## src/rtl/fmul_arbiter.sv

```systemverilog
// Two-requester arbiter in front of one shared single-precision multiplier,
// with a two-stage pipeline: S1 holds operands, S2 holds the product.

// Combinational IEEE-754 single multiply with round-to-nearest-even.
// Denormal inputs and underflowing results are flushed to signed zero.
module fmul (
  input  logic [31:0] x1,
  input  logic [31:0] x2,
  output logic [31:0] y,
  output logic        ovf
);
  logic        sign;
  logic        a_nan, b_nan, a_inf, b_inf, a_zero, b_zero;
  logic        norm_hi, rnd;
  logic [47:0] prod;
  logic [22:0] mant;
  logic [23:0] mant_r;
  logic [10:0] exp_n;

  always_comb begin
    sign   = x1[31] ^ x2[31];
    a_nan  = (x1[30:23] == 8'hFF) && (x1[22:0] != 23'd0);
    b_nan  = (x2[30:23] == 8'hFF) && (x2[22:0] != 23'd0);
    a_inf  = (x1[30:23] == 8'hFF) && (x1[22:0] == 23'd0);
    b_inf  = (x2[30:23] == 8'hFF) && (x2[22:0] == 23'd0);
    a_zero = (x1[30:23] == 8'h00);
    b_zero = (x2[30:23] == 8'h00);
    prod   = {1'b1, x1[22:0]} * {1'b1, x2[22:0]};
    norm_hi = prod[47];
    if (norm_hi) begin
      mant = prod[46:24];
      rnd  = prod[23] & ((|prod[22:0]) | prod[24]);
    end else begin
      mant = prod[45:23];
      rnd  = prod[22] & ((|prod[21:0]) | prod[23]);
    end
    mant_r = {1'b0, mant} + {23'd0, rnd};
    // Exponent kept in 11 bits so it can be read as signed for range checks.
    exp_n  = {3'b000, x1[30:23]} + {3'b000, x2[30:23]} - 11'd127
           + {10'd0, norm_hi} + {10'd0, mant_r[23]};
    y   = 32'd0;
    ovf = 1'b0;
    if (a_nan || b_nan || (a_inf && b_zero) || (b_inf && a_zero)) begin
      y = 32'h7FC0_0000;
    end else if (a_inf || b_inf) begin
      y = {sign, 8'hFF, 23'd0};
    end else if (a_zero || b_zero) begin
      y = {sign, 31'd0};
    end else if ($signed(exp_n) >= 11'sd255) begin
      y   = {sign, 8'hFF, 23'd0};
      ovf = 1'b1;
    end else if ($signed(exp_n) <= 11'sd0) begin
      y = {sign, 31'd0};
    end else begin
      y = {sign, exp_n[7:0], mant_r[22:0]};
    end
  end
endmodule

module fmul_arbiter #(
  parameter bit RR = 1'b1
) (
  input  logic        clk,
  input  logic        rst,
  input  logic        req0_valid,
  output logic        req0_ready,
  input  logic [31:0] req0_x1,
  input  logic [31:0] req0_x2,
  input  logic        req1_valid,
  output logic        req1_ready,
  input  logic [31:0] req1_x1,
  input  logic [31:0] req1_x2,
  output logic        resp0_valid,
  input  logic        resp0_ready,
  output logic [31:0] resp0_y,
  output logic        resp0_ovf,
  output logic        resp1_valid,
  input  logic        resp1_ready,
  output logic [31:0] resp1_y,
  output logic        resp1_ovf,
  output logic        busy
);
  logic        s1_valid_q, s1_valid_d;
  logic        s1_tag_q, s1_tag_d;
  logic [31:0] s1_x1_q, s1_x1_d;
  logic [31:0] s1_x2_q, s1_x2_d;
  logic        s2_valid_q, s2_valid_d;
  logic        s2_tag_q, s2_tag_d;
  logic [31:0] s2_y_q, s2_y_d;
  logic        s2_ovf_q, s2_ovf_d;
  logic        ptr_q, ptr_d;

  logic        adv1, adv2, gnt_valid, gnt_idx;
  logic [31:0] mul_y;
  logic        mul_ovf;

  fmul u_fmul (
    .x1  (s1_x1_q),
    .x2  (s1_x2_q),
    .y   (mul_y),
    .ovf (mul_ovf)
  );

  always_comb begin
    adv2 = !s2_valid_q || (s2_tag_q ? resp1_ready : resp0_ready);
    adv1 = !s1_valid_q || adv2;
    if (req0_valid && req1_valid) begin
      gnt_idx = RR ? ptr_q : 1'b0;
    end else begin
      gnt_idx = req1_valid;
    end
    gnt_valid  = (req0_valid || req1_valid) && adv1 && !rst;
    req0_ready = gnt_valid && !gnt_idx;
    req1_ready = gnt_valid && gnt_idx;
  end

  always_comb begin
    s1_valid_d = s1_valid_q;
    s1_tag_d   = s1_tag_q;
    s1_x1_d    = s1_x1_q;
    s1_x2_d    = s1_x2_q;
    s2_valid_d = s2_valid_q;
    s2_tag_d   = s2_tag_q;
    s2_y_d     = s2_y_q;
    s2_ovf_d   = s2_ovf_q;
    ptr_d      = ptr_q;
    if (adv2) begin
      s2_valid_d = s1_valid_q;
      s2_tag_d   = s1_tag_q;
      if (s1_valid_q) begin
        s2_y_d   = mul_y;
        s2_ovf_d = mul_ovf;
      end
    end
    if (adv1) begin
      s1_valid_d = gnt_valid;
      if (gnt_valid) begin
        s1_tag_d = gnt_idx;
        s1_x1_d  = gnt_idx ? req1_x1 : req0_x1;
        s1_x2_d  = gnt_idx ? req1_x2 : req0_x2;
      end
    end
    // The pointer hands priority to whoever lost this grant.
    if (gnt_valid && RR) begin
      ptr_d = ~gnt_idx;
    end
  end

  always_ff @(posedge clk) begin
    if (rst) begin
      s1_valid_q <= 1'b0;
      s1_tag_q   <= 1'b0;
      s1_x1_q    <= 32'd0;
      s1_x2_q    <= 32'd0;
      s2_valid_q <= 1'b0;
      s2_tag_q   <= 1'b0;
      s2_y_q     <= 32'd0;
      s2_ovf_q   <= 1'b0;
      ptr_q      <= 1'b0;
    end else begin
      s1_valid_q <= s1_valid_d;
      s1_tag_q   <= s1_tag_d;
      s1_x1_q    <= s1_x1_d;
      s1_x2_q    <= s1_x2_d;
      s2_valid_q <= s2_valid_d;
      s2_tag_q   <= s2_tag_d;
      s2_y_q     <= s2_y_d;
      s2_ovf_q   <= s2_ovf_d;
      ptr_q      <= ptr_d;
    end
  end

  assign resp0_valid = s2_valid_q && !s2_tag_q;
  assign resp1_valid = s2_valid_q && s2_tag_q;
  assign resp0_y     = s2_y_q;
  assign resp1_y     = s2_y_q;
  assign resp0_ovf   = s2_ovf_q;
  assign resp1_ovf   = s2_ovf_q;
  assign busy        = s1_valid_q || s2_valid_q;
endmodule

```

## config.mk

```make
export PLATFORM = sky130hd
export DESIGN_NAME = fmul_arbiter
export DESIGN_NICKNAME = d
export VERILOG_FILES = /design/src/rtl/fmul_arbiter.sv
export SDC_FILE = /design/constraint.sdc
export NUM_CORES = 2
export LEC_CHECK = 0
export ABC_CLOCK_PERIOD_IN_PS = 11630
export BUFFER_PORTS_ARGS = -buffer_cell sky130_fd_sc_hd__buf_2
export CAP_MARGIN = 20
export CORE_MARGIN = 8
export CORE_UTILIZATION = 52
export CTS_CLUSTER_DIAMETER = 100
export DETAILED_ROUTE_END_ITERATION = 16
export PLACE_DENSITY = 0.72
export SYNTH_ARGS = -nofsm -noshare
export SYNTH_HDL_FRONTEND = slang
export SYNTH_SLANG_ARGS = --single-unit
export TNS_END_PERCENT = 10
```

## constraint.sdc

```tcl
create_clock -name clk -period 11.63 [get_ports clk]
set_clock_uncertainty 0.2 [all_clocks]
set_input_delay 2.326 -clock clk [delete_from_list [all_inputs] [get_ports clk]]
set_output_delay 2.326 -clock clk [all_outputs]
set_load 0.05 [all_outputs]
```

---- Word level (Yosys, flattened, before mapping) ----
Index checks and enable logic that the tools add are counted.
word-level totals
  bits in registers ....................... 102
  output and inout bits ................... 71
  logic and storage cells ................. 77
cells by class
  add/sub/neg operators ................... 5
  multipliers ............................. 1
  $lt $le $gt $ge ......................... 2
  equal/unequal tests ..................... 2
  mux-type cells .......................... 15
  bitwise operators ....................... 6
  reductions and logical operators ........ 37
operators with widths
  operator                 number
  $mux W31                 4
  $mux W32                 3
  $mul A24 B24 Y48         1
  $logic_not A23 Y1        2
  $reduce_bool A23 Y1      2
  $add A23 B1 Y24          1
  $mux W23                 1
  $reduce_or A23 Y1        1
  $add A11 B1 Y11          2
  $reduce_or A22 Y1        1
  $eq A8 B8 Y1 const B     2
  $logic_not A8 Y1         2
  $logic_and A1 B1 Y1      13
  $ge A11 B9 Y1 const B    1
  $le A11 B1 Y1 const B    1
  $sub A11 B7 Y11 const B  1
  $add A8 B8 Y9            1
  $logic_or A1 B1 Y1       9
  $mux W1                  7
  $logic_not A1 Y1         5
  $reduce_and A2 Y1        2
  $and A1 B1 Y1            2
  $or A1 B1 Y1             2
  $not A1 Y1               1
  $xor A1 B1 Y1            1

---- Longest topological paths before layout ----
  word-level depth ........................ 13
  depth in mapped cells ................... 49
  gate-level depth less buffers ........... 45

---- Modules after synthesis ----
A second synthesis with hierarchy kept.
unflattened totals
  cell total of the unflattened synthesis .. 3121
  area total of the unflattened synthesis .. 26036.2 sq um
modules (own cells, without submodules)
  module        times used  cells an instance  area an instance (sq um)  sequential area each (sq um)
  fmul          1           2596               21608.2                   0.0
  fmul_arbiter  1           525                4428.0                    2042.0

---- Worst setup path before layout ----
No wires, ideal clock.
  path kind ............................... reg2reg
  start point ............................. reg s1_x1_q[7]
  end point ............................... reg s2_y_q[22] (netlist: resp0_y[22])
  setup time .............................. 57 ps
  arrival time ............................ 11306 ps
  required time ........................... 11373 ps
  setup slack ............................. 67 ps
  cell stages (with the launch flop) ...... 47
  period minus slack after synthesis ...... 11563 ps
  cells stage by stage .................... dfxtp_1 > clkbuf_1 > clkbuf_1 > nand2_1 > fa_1 > inv_1 > fa_1 > inv_1 > fa_1 > inv_1 > fa_1 > fa_1 > fa_1 > inv_1 > fa_1 > inv_1 > ha_1 > buf_2 > [11 not listed] > ha_1 > and3_1 > nand3b_1 > nor3_4 > nand3_1 > nor2_1 > ha_1 > inv_1 > fa_1 > nor2_1 > nand4_1 > nor3_1 > a31oi_1 > nor3_4 > o311ai_0 > or4_1 > a211oi_1 > or3_1
between the ends
  cells in the longest elaborated chain, start to end .. 13
  elaborated cells between the ends (all ways) .. 28
  classes of those cells .................. 3 x add/sub; 1 x mul; 2 x order compare; 7 x mux; 4 x bitwise; 11 x reduce/logical
ends and longest elaborated chain
  item                                                    RTL line  RTL
  start: declaration                                      85        logic [31:0] s1_x1_q, s1_x1_d;
  start signal: assignment                                153       s1_x1_q <= 32'd0;
  start signal: assignment                                163       s1_x1_q <= s1_x1_d;
  $mul A24 B24 Y48                                        28        prod = {1'b1, x1[22:0]} * {1'b1, x2[22:0]};
  $reduce_or A23 Y1 or $reduce_or A22 Y1 (tied branches)  32, 35
  $or A1 B1 Y1 (on tied branches)                         32, 35
  $and A1 B1 Y1 (on tied branches)                        32, 35
  $mux W1                                                 30        if (norm_hi) begin
  $add A23 B1 Y24                                         37        mant_r = {1'b0, mant} + {23'd0, rnd};
  $add A11 B1 Y11                                         40        + {10'd0, norm_hi} + {10'd0, mant_r[23]};
  $le A11 B1 Y1                                           52        end else if ($signed(exp_n) <= 11'sd0) begin
  $mux W31                                                52
  $mux W31                                                49        end else if ($signed(exp_n) >= 11'sd255) begin
  $mux W31                                                47        end else if (a_zero || b_zero) begin
  $mux W31                                                45        end else if (a_inf || b_inf) begin
  $mux W32 *                                              43        if (a_nan || b_nan || (a_inf && b_zero) || (b_inf && a_zero)) begin
  end signal: assignment                                  167       s2_y_q <= s2_y_d;
  end: declaration                                        89        logic [31:0] s2_y_q, s2_y_d;
Every way passes the cells marked *; elsewhere a longest branch is shown, timed or not.
A chain may end at the register's enable or synchronous reset.

---- Worst setup path in the final report ----
  start point ............................. reg s1_x2_q[11]
  end point ............................... reg s2_y_q[21] (netlist: resp0_y[21])
between the ends
  cells in the longest elaborated chain, start to end .. 13
  elaborated cells between the ends (all ways) .. 28
  classes of those cells .................. 3 x add/sub; 1 x mul; 2 x order compare; 7 x mux; 4 x bitwise; 11 x reduce/logical
ends and longest elaborated chain
  item                                                    RTL line  RTL
  start: declaration                                      86        logic [31:0] s1_x2_q, s1_x2_d;
  start signal: assignment                                154       s1_x2_q <= 32'd0;
  start signal: assignment                                164       s1_x2_q <= s1_x2_d;
  $mul A24 B24 Y48                                        28
  $reduce_or A23 Y1 or $reduce_or A22 Y1 (tied branches)  32, 35
  $or A1 B1 Y1 (on tied branches)                         32, 35
  $and A1 B1 Y1 (on tied branches)                        32, 35
  $mux W1                                                 30
  $add A23 B1 Y24                                         37
  $add A11 B1 Y11                                         40
  $le A11 B1 Y1                                           52
  $mux W31                                                52
  $mux W31                                                49
  $mux W31                                                47
  $mux W31                                                45
  $mux W32 *                                              43
Marks and branches as above.

==> summary.md <==
| Metric | Value |
|---|---|
| Final period util | `95.27%` |
| Buf/Inv on CP | `5` |
| First-pass GRT wire length | `124,100 microns` |
| CP required | `11,770 ps` |
| Largest area contributor in the netlist | `fa_1` |
| Pre-CTS setup slack | `112.2 ps` |
| Crit path max fanout | `17` |
| Initial antenna violation count | `0` |
| Hold worst-path end | `resp0_y[15]` |
| Post-Synthesis Cells | `2,963` |
| CTS tree | `yes` |
| # Max-Cap Violations | `0` |
| Synth top area cells | `fa_1 38%, ha_1 9.3%, inv_1 9.1%, dfxtp_1 8.1%, and2_1 6.8%` |
| Row Count | `81` |
| RSZ-0062 raised after global routing | `false` |
| Ports | `205` |
| Share of the synthesized area in the top cell type | `38.30%` |
| Worst setup SP type | `flop` |
| Routability cong. | `0.9517` |
| Worst stage delay on the critical path | `640 ps` |
| P&R area growth vs syn | `8.566%` |
| Post-synthesis cell type count | `80` |
| Root buffer cell | `clkbuf_16` |
| Die Width | `236.6 microns` |
| Status | `completed` |
| Final min period | `11,080 ps` |
| FILL cells | `4,369` |
| Remaining global-route overflow | `0` |
| CP delay by family, top | `adder cells` |
| CP Class | `reg2reg` |
| GRT Util Overall | `27.98%` |
| Async set or reset register ratio after synthesis | `0%` |
| Syn avg cell area | `8.538 sq um` |
| Worst-Skew Late Latency | `410 ps` |
| HP Class | `reg2reg` |
| Via-to-Cell Ratio | `5.765` |
| Initial DRC count | `1,745` |
| Arrival time of the worst setup path | `11,220 ps` |
| Largest net degree at the start of global routing | `69` |
| Capturing element type of the critical path | `flop` |
| Max VDD drop | `0.0001299 V` |
| CP most frequent cell | `fa_1` |
| Synth Register Bits | `102` |
| Post-synth EDFFs | `0` |
| Max-slew headroom | `34.41%` |
| Synthesized area | `25,300 sq um` |
| Maximum clock insertion buffer count | `2` |
| Worst slew pin tran | `971.5 ps` |
| Per-cell routed wire length | `20.89 microns` |
| Top_reg_cell synth | `dfxtp_1` |
| Final setup violating endpoints | `0` |
| HP Start | `resp0_y[15]` |
| Fin. Hold Viols | `0` |
| Reg2reg start | `s1_x2_q[11]` |
| Core Area | `48,440 sq um` |
| Detailed placement HPWL | `64,290 microns` |
| Highest Clock Rate | `90.26 MHz` |
| Reg-to-Reg End | `resp0_y[21]` |
| Cell area power density | `78.11 nW/um^2` |
| Leak | `13.51 nW` |
| DRC viols | `0` |
| Final wirelength | `77,630 microns` |
| Max-slew violations | `0` |
| Starting density of the core | `52.22%` |
| Cts bufs inserted | `9` |
| Nets | `3,894` |
| WHS Path Cells | `2` |
| Worst-path clk slew | `100 ps` |
| PortBufs | `204` |
| Worst R2R Setup Slack | `550 ps` |
| Ys Warns | `0` |
| DIE AREA | `55,960 sq um` |
| R2R depth | `38` |
| Number of global-route vias before repair | `23,210` |
| Routed vias | `21,420` |
| CP max stage cell | `dfxtp_2` |
| Post-route worst setup slack | `550.3 ps` |
| Post-synthesis sequential area ratio | `8.072%` |
| Drt first pass iters | `9` |
| Final ANT Viol Nets | `0` |
| Setup TNS | `0 ps` |
| Die height | `236.6 microns` |
| Clk sink count | `102` |
| Synth Net Count | `3,769` |
| H-Tree Depth | `3` |
| Share of layout cells above drive strength 1 | `12.84%` |
[cell usage in the layout, fill, tap and decap left out, types with 30 or more instances in the layout]
master / synthesis / layout
a21oi_1: 78 / 77
a222oi_1: 64 / 64
and2_1: 276 / 275
buf_2: 10 / 204
buf_4: 33 / 98
dfxtp_1: 102 / 65
dfxtp_2: 0 / 30
fa_1: 484 / 484
ha_1: 188 / 186
inv_1: 614 / 612
nand2_1: 324 / 324
nand4_1: 30 / 30
nor2_1: 184 / 182
nor3_1: 34 / 32
o21ai_0: 60 / 59
xnor2_1: 40 / 40
[flip-flops by register name, summed over array words and instances, names as in the netlist]
| register | flops |
|---|---|
| resp0_y | 32 |
| resp0_ovf | 1 |
| ptr_q | 1 |
| s1_tag_q | 1 |
| s2_valid_q | 1 |
| s1_valid_q | 1 |
| s1_x2_q | 32 |
| s2_tag_q | 1 |
| s1_x1_q | 32 |
[report_power, final]
group	total (mW)	leakage (nW)	switching (mW)	internal [mW]
logic	1.35	12.5	0.854	0.501
registers	0.439	0.851	0.0683	0.371
clock network	0.351	0.152	0.177	0.174
[per-layer routing]
metal	wire length (microns)	global-route usage, %	up-vias
met3	6286	6.126	223
li1	-	-	9498
met5	0	0	-
met1	29260	33.27	10680
met4	3741	12.38	0
met2	38340	48.32	1018
[Yosys cell counts, drive strengths merged (13+ instances only)]
master  number
nand4       30
buf         52
clkbuf     138
xnor2       40
a222oi      64
and2       276
a21oi       78
nor4        21
a211oi      17
fa         484
ha         188
o211ai      13
inv        615
o21ai       66
nor3        36
xor2        25
nand3       18
nor2       185
nand2      325
dfxtp      102
[worst reg2reg max path, delay by kind of cell, from the launching register on]
family	cells	cell delay, ps
adder cells (fa/ha/maj)	11	4580
AND/OR/NAND/NOR	16	3470
AO/OA/AOI/OAI	6	1430
buffers and inverters	5	710
flip-flops	1	640
[worst max-delay path by stage]
stage                      from     endpoint  slack, ps  cells past startpoint
CTS                  s1_x2_q[9]  resp0_y[22]         80                     38
global route        s1_x1_q[12]  resp0_y[18]          9                     42
detailed placement   s1_x2_q[9]  resp0_y[22]        110                     38
floorplan            s1_x1_q[7]  resp0_y[22]         70                     46
finish              s1_x2_q[11]  resp0_y[21]        550                     38
global placement     s1_x2_q[9]  resp0_y[22]        360                     40
[area by class of cell]
type	instances	area (sq um)	share of cell area [%]
diodes	1	2.502	0.009112
clock buffers	9	225.2	0.8200
clock inverters	7	105.1	0.3827
inverters	619	2335	8.501
multi-input cells	2052	20130	73.31
flip-flops and latches	102	2106	7.667
well taps	622	778.2	2.834
repair buffers	304	1779	6.478
[metrics by stage]
step           cells  hold WS, ps  utilization, %  power, mW  cell area, sq um
6_report        3716        281.4           56.69      2.145             27460
5_1_grt         3715        302.9           56.69      2.309             27460
4_1_cts         3709        288.6           56.36      2.135             27300
3_5_place_dp    3693        272.2           55.68      1.772             26970
3_3_place_gp    3693        258.5           55.68      1.747             26970
2_1_floorplan   2963        257.0               -      1.339             25300
[cells by family after synthesis]
logic type      Yosys count  synth area share [%]
compound gates          348                 10.20
xor+xnor                 65                 2.250
fa+ha+maj               672                 47.60
buf+inv                 809                 12.54
flops                   102                 8.072
mux                      11                0.4353
simple gates            956                 18.89
[what timing repair did]
item,4_1_cts,5_1_grt
setup endpoints to repair,0,26
hold buffers,0,0
buffers inserted,0,6
gates resized for setup,0,58
Power figures use the tool's default switching activity.
